===== config.mk =====
export PLATFORM = sky130hd
export DESIGN_NAME = result_uart_tx
export DESIGN_NICKNAME = d
export VERILOG_FILES = /design/src/rtl/cnn_pkg.sv /design/src/rtl/uart_tx_byte.sv /design/src/rtl/result_uart_tx.sv
export SDC_FILE = /design/constraint.sdc
export NUM_CORES = 1
export LEC_CHECK = 0
export CAP_MARGIN = 20
export CORE_ASPECT_RATIO = 1.2
export CORE_MARGIN = 5
export CORE_UTILIZATION = 51
export DETAILED_ROUTE_END_ITERATION = 6
export GPL_TIMING_DRIVEN = 0
export PLACE_DENSITY = 0.74
export REMOVE_ABC_BUFFERS = 1
export SLEW_MARGIN = 30
export SYNTH_ARGS = -nofsm -noshare
export SYNTH_HDL_FRONTEND = slang
export SYNTH_SLANG_ARGS = --single-unit

===== constraint.sdc =====
create_clock -name clk -period 1.7 [get_ports clk]
set_input_delay 0.425 -clock clk [delete_from_list [all_inputs] [get_ports clk]]
set_output_delay 0.425 -clock clk [all_outputs]
set_load 0.02 [all_outputs]

===== src/rtl/cnn_pkg.sv =====
// rtl/cnn_pkg.sv - shared types, ASCII constants and hex formatting for the result UART
package cnn_pkg;

   typedef enum logic [2:0] {IDLE, START, DATA, STOP, NEXT} uart_tx_state_t;

   localparam logic [7:0] ASCII_CR = 8'h0D;
   localparam logic [7:0] ASCII_LF = 8'h0A;

   function automatic logic [7:0] hex_to_ascii(input logic [3:0] nib);
      if (nib < 4'd10)
         return 8'h30 + {4'h0, nib};
      else
         return 8'h37 + {4'h0, nib};
   endfunction

endpackage


===== src/rtl/uart_tx_byte.sv =====
// rtl/uart_tx_byte.sv - one 8N1 frame per start pulse; owns baud and bit counters
module uart_tx_byte
   import cnn_pkg::*;
#(
   parameter int CLKS_PER_BIT = 4
) (
   input  logic       clk,
   input  logic       reset,
   input  logic       start,
   input  logic [7:0] data,
   output logic       tx,
   output logic       done
);

   localparam int BW = $clog2(CLKS_PER_BIT);

   uart_tx_state_t state, state_nxt;
   logic [BW-1:0]  baud_cnt;
   logic [2:0]     bit_cnt;
   logic [7:0]     shift;
   logic           baud_last;

   assign baud_last = (baud_cnt == BW'(CLKS_PER_BIT - 1));

   always_ff @(posedge clk) begin
      if (reset) begin
         state    <= IDLE;
         baud_cnt <= '0;
         bit_cnt  <= '0;
         shift    <= '0;
      end else begin
         state <= state_nxt;
         if (state == IDLE) begin
            baud_cnt <= '0;
            bit_cnt  <= '0;
            if (start)
               shift <= data;
         end else begin
            baud_cnt <= baud_last ? '0 : baud_cnt + 1'b1;
            // bit_cnt wraps back to 0 after bit 7, ready for the next frame
            if (state == DATA && baud_last) begin
               shift   <= {1'b0, shift[7:1]};
               bit_cnt <= bit_cnt + 3'd1;
            end
         end
      end
   end

   always_comb begin
      state_nxt = state;
      case (state)
         IDLE:    if (start) state_nxt = START;
         START:   if (baud_last) state_nxt = DATA;
         DATA:    if (baud_last && bit_cnt == 3'd7) state_nxt = STOP;
         STOP:    if (baud_last) state_nxt = IDLE;
         default: state_nxt = IDLE;
      endcase
   end

   always_comb begin
      tx   = 1'b1;
      done = 1'b0;
      case (state)
         START:   tx = 1'b0;
         DATA:    tx = shift[0];
         STOP:    done = baud_last;
         default: tx = 1'b1;
      endcase
   end

endmodule


===== src/rtl/result_uart_tx.sv =====
// rtl/result_uart_tx.sv - reports the argmax class as a hex ASCII char over UART; RESULT_UART_CRLF_EN appends CR LF
module result_uart_tx
   import cnn_pkg::*;
#(
   parameter int CLK_FREQ_HZ = 100_000_000,
   parameter int BAUD        = 115200,
   parameter int IDXW        = 4
) (
   input  logic            clk,
   input  logic            reset,
   input  logic            res_valid,
   input  logic [IDXW-1:0] res_idx,
   output logic            tx,
   output logic            busy,
   output logic            overrun
);

   localparam int CLKS_PER_BIT = CLK_FREQ_HZ / BAUD;

   generate
      if (CLKS_PER_BIT < 2) begin : g_bad_baud
         $error("result_uart_tx: CLK_FREQ_HZ/BAUD must be at least 2");
      end
   endgenerate

   // Top-level START covers the whole frame; the byte engine sequences START/DATA/STOP.
   uart_tx_state_t state, state_nxt;
   logic           byte_start;
   logic [7:0]     byte_data;
   logic           byte_done;
   logic           more;
   logic [7:0]     next_byte;

`ifdef RESULT_UART_CRLF_EN
   logic [1:0] byte_cnt;

   always_ff @(posedge clk) begin
      if (reset)
         byte_cnt <= '0;
      else if (state == IDLE && res_valid)
         byte_cnt <= '0;
      else if (state == NEXT && more)
         byte_cnt <= byte_cnt + 2'd1;
   end

   assign more      = (byte_cnt != 2'd2);
   assign next_byte = (byte_cnt == 2'd0) ? ASCII_CR : ASCII_LF;
`else
   assign more      = 1'b0;
   assign next_byte = 8'h00;
`endif

   always_ff @(posedge clk) begin
      if (reset)
         state <= IDLE;
      else
         state <= state_nxt;
   end

   always_comb begin
      state_nxt = state;
      case (state)
         IDLE:    if (res_valid) state_nxt = START;
         START:   if (byte_done) state_nxt = NEXT;
         NEXT:    state_nxt = more ? START : IDLE;
         default: state_nxt = IDLE;
      endcase
   end

   always_comb begin
      byte_start = 1'b0;
      byte_data  = hex_to_ascii(res_idx[3:0]);
      busy       = (state != IDLE);
      case (state)
         IDLE: byte_start = res_valid;
         NEXT: begin
            byte_start = more;
            byte_data  = next_byte;
         end
         default: byte_start = 1'b0;
      endcase
   end

   always_ff @(posedge clk) begin
      if (reset)
         overrun <= 1'b0;
      else
         overrun <= res_valid && (state != IDLE);
   end

   uart_tx_byte #(
      .CLKS_PER_BIT(CLKS_PER_BIT)
   ) u_byte (
      .clk   (clk),
      .reset (reset),
      .start (byte_start),
      .data  (byte_data),
      .tx    (tx),
      .done  (byte_done)
   );

endmodule


==> impl_metrics.csv <==
group,metric,value,unit
logic_synthesis,synthTopCellsByArea,"dfxtp_1, ha_1, nor2_1",
worst_setup_path,reg2regPathDepth,7,
floorplan,start_util,53.17,%
drt,post-route-drc-count,0,
worst_setup_path,startpoint,"u_byte.state[0]$_SDFFE_PP0P_",
run,maxCapViolCount,0,
floorplan,die_h,66.23,um
finish,n_antenna_cell,0,
worst_setup_path,arrival,1.32,ns
finish,fillers,210,
worst_hold_path,min_path_type,"flip-flop to flip-flop",
worst_setup_path,rrSetupSlack,0.03,ns
worst_setup_path,worstReg2RegStart,"u_byte.state[0]$_SDFFE_PP0P_",
sta,rsz0062_at_grt,"yes",
sta,finClkSkew,0.006940,ns
finish,layoutNonFillerInstCount,208,
power_and_ir_drop,p_clk_share,13.5,%
logic_synthesis,synth.cell_area,1344,um^2
logic_synthesis,synth_common_cells,"dfxtp_1, nor2_1, nand2_1",
worst_setup_path,endpoint,"tx",
power_and_ir_drop,power_density,1180,nW/um^2
power_and_ir_drop,total_power,1954,uW
drt,drt_iter0_markers,51,
drt,vias,1202,
floorplan,die_x,56.86,um
worst_setup_path,critPathMaxFanout,2,
floorplan,coreArea,2527,um^2
logic_synthesis,ys_ff_latch,25,
finish,synthToLayoutAreaGrowth,23.28,%
drt,routed_wl,3037,um
floorplan,die_area,3766,um^2
drt,dr.pass1.iters,4,
drt,via_per_inst,5.779,
power_and_ir_drop,p_seq_share,38.0,%
sta,setup_violations,1,
finish,nets,191,
sta,fmax,0.5715,GHz
clock_tree,cts_buffers,3,
drt,detail-route-antenna-nets,0,
place,dpl.cell_count,193,
finish,multi_input_area,855.8,um^2
finish,drive_gt1_share,23.43,%
logic_synthesis,synth.most_common_cell,"dfxtp_1",
sta,setup_tns,-0.04966,ns
power_and_ir_drop,p_int,1206,uW
logic_synthesis,syn_inst,156,
worst_setup_path,worst_path_max_delay_cell,"dfxtp_4",
power_and_ir_drop,swShare,38.31,%
worst_setup_path,end_kind,"output port",
worst_setup_path,worstSetupPathType,"flip-flop to output port",
logic_synthesis,synthDistinctLibCells,39,
global_route,grt_max_degree,14,
run_status,violations,"setup timing",
sta,finalHoldViolations,0,
logic_synthesis,yosys_warnings,0,
sta,setup_slack,-0.04966,ns
worst_setup_path,cp.depth,5,
worst_setup_path,cp_cell_sequence,"inv_4 -> ha_4 -> inv_2 -> mux2i_1 -> buf_4",
global_route,grt_pass1_vias,1218,
logic_synthesis,synth_edf_count,0,
clock_tree,clk_latency,0.32,ns
worst_setup_path,cpPeakStageDelay,0.39,ns
clock_tree,clock-sinks,25,
clock_tree,cts_root_buf,"clkbuf_4",
sta,tightest_slew,0.5329,ns
global_route,antenna_found_initial,0,
power_and_ir_drop,p_sw,748.7,uW
worst_setup_path,startpoint_type,"flip-flop",
global_route,grt.total_usage,16.87,%
place,port_buffers,9,
sta,period_minus_slack,1.750,ns
global_route,globalRouteOverflowTotal,0,
worst_hold_path,min_from,"u_byte.baud_cnt[0]$_SDFF_PP0_",
logic_synthesis,yosysSeqAreaShare,37.24,%
sta,slew_headroom,64.42,%
finish,seqCellArea,514.2,um^2
power_and_ir_drop,ir_drop,0.6413,mV
place,globalplace.congestion,0.8193,
logic_synthesis,synthFlopType,"dfxtp_1",
power_and_ir_drop,comb_power_share,48.4,%
logic_synthesis,async_flop_share,0,%
sta,slew_viol_final,0,
logic_synthesis,yosysTopAreaCell,"dfxtp_1",
power_and_ir_drop,p_leak,0.0006547,uW
floorplan,io_pins,10,
global_route,grt_pass1_wl,5023,um
drt,drt-wirelength-per-cell,14.60,um
place,dp_hpwl,1993,um
logic_synthesis,avgSynthCellArea,8.614,um^2
floorplan,rows,20,
sta,finalCritPeriodShare,102.9,%
clock_tree,clock_path_buffers,2,
clock_tree,cts_tree,"built",
clock_tree,cts_hold_buffers,0,
finish,final_util,65.54,%
worst_setup_path,cp_top_family,"flip-flops",
clock_tree,clk_pin_slew,0.13,ns
worst_setup_path,required,1.27,ns
clock_tree,htree_num_levels,1,
run_status,status,"finished, violations left",
logic_synthesis,synth_top_area_share,37.24,%
worst_setup_path,r2r_end,"u_byte.shift[5]$_SDFFE_PP0P_",
worst_setup_path,critical_path_buf_inv_count,3,
[metrics by stage]
stage / worst slack (ns) / area (um^2) / hold WS, ns
after floorplan: 0.03279 / 1319 / 0.4297
after global placement: -0.4032 / 1450 / 0.4422
after detailed placement: -0.4302 / 1450 / 0.4669
after CTS: -0.06059 / 1577 / 0.4516
after global routing: -0.1261 / 1657 / 0.4805
final: -0.04966 / 1657 / 0.4605
[layout by cell type (no fill, tap or decap), types with 3 or more instances in the layout]
cell            synthesis  layout
a211oi_1                3       3
a21oi_1                 6       6
buf_4                   0      10
clkbuf_4                1       3
dfxtp_1                25      20
dfxtp_4                 0       3
dlygate4sd2_1           0       3
dlymetal6s2s_1          0       3
ha_1                    8       4
ha_4                    0       3
inv_1                  10       6
mux2i_1                 3       3
nand2_1                14      14
nand3_1                 8       8
nor2_1                 19      16
nor2b_1                 5       4
nor3_1                  6       6
o211a_1                 3       3
xnor2_1                 8       8
[worst register-to-register path, cell delays in order, from the launching register on]
cell and delay (ns):
dfxtp_4 0.38, inv_4 0.07, ha_4 0.13, buf_4 0.12
nor2b_2 0.13, nand4_1 0.19, a221o_1 0.42, o211a_1 0.12
[worst min-delay path by stage]
| stage | endpoint | slack, ns | depth (start not counted) |
|---|---|---|---|
| after floorplan | u_byte.baud_cnt[0]$_SDFF_PP0_ | 0.43 | 1 |
| after global placement | u_byte.baud_cnt[0]$_SDFF_PP0_ | 0.44 | 1 |
| after detailed placement | u_byte.shift[6]$_SDFFE_PP0P_ | 0.47 | 2 |
| after CTS | u_byte.baud_cnt[0]$_SDFF_PP0_ | 0.45 | 1 |
| after global routing | u_byte.baud_cnt[0]$_SDFF_PP0_ | 0.48 | 1 |
| final | u_byte.baud_cnt[0]$_SDFF_PP0_ | 0.46 | 1 |
[routing by layer]
metal	global-route usage, %	part of all wire [%]	wire length [um]	up-vias
met5	0	0	0	-
met3	2.930	4.3	132	6
met2	32.23	51	1545	20
li1	-	-	-	597
met1	16.75	42	1289	579
met4	10.14	2.3	70	0
[cell type report]
cell class / count / share of cell area [%]
Timing Repair Buffer: 20 / 10.57
Tap cell: 33 / 2.492
Multi-Input combinational cell: 116 / 51.66
Inverter: 10 / 2.644
Clock buffer: 4 / 1.586
Sequential cell: 25 / 31.04
[cells by family after synthesis]
logic type	Yosys count	synth area share, %
multiplexers	3	2.235
AND/OR/NAND/NOR	66	24.96
buffers and inverters	15	4.656
flip-flops	25	37.24
adder cells (fa/ha/maj)	8	7.449
XOR/XNOR	10	6.518
AO/OA/AOI/OAI	29	16.95
[sequential cells by signal, indices dropped and copies added, names as in the netlist]
| signal | count |
|---|---|
| u_byte.baud_cnt | 10 |
| u_byte.shift | 7 |
| u_byte.bit_cnt | 3 |
| state | 2 |
| u_byte.state | 2 |
| overrun | 1 |
[power by group through the flow]
stage | Clock, uW | Combinational (uW) | Sequential (uW)
after detailed placement | 0 | 612 | 725
after floorplan | 0 | 453 | 711
after global placement | 0 | 597 | 719
final | 264 | 947 | 744
after CTS | 274 | 783 | 730
after global routing | 308 | 1020 | 749
[what timing repair did]
item / in CTS / in global routing
setup endpoints to repair: 23 / 12
pin swaps: 2 / 4
resized for setup: 30 / 14
buffers inserted: 6 / 5
(Power assumes the default switching activity.)
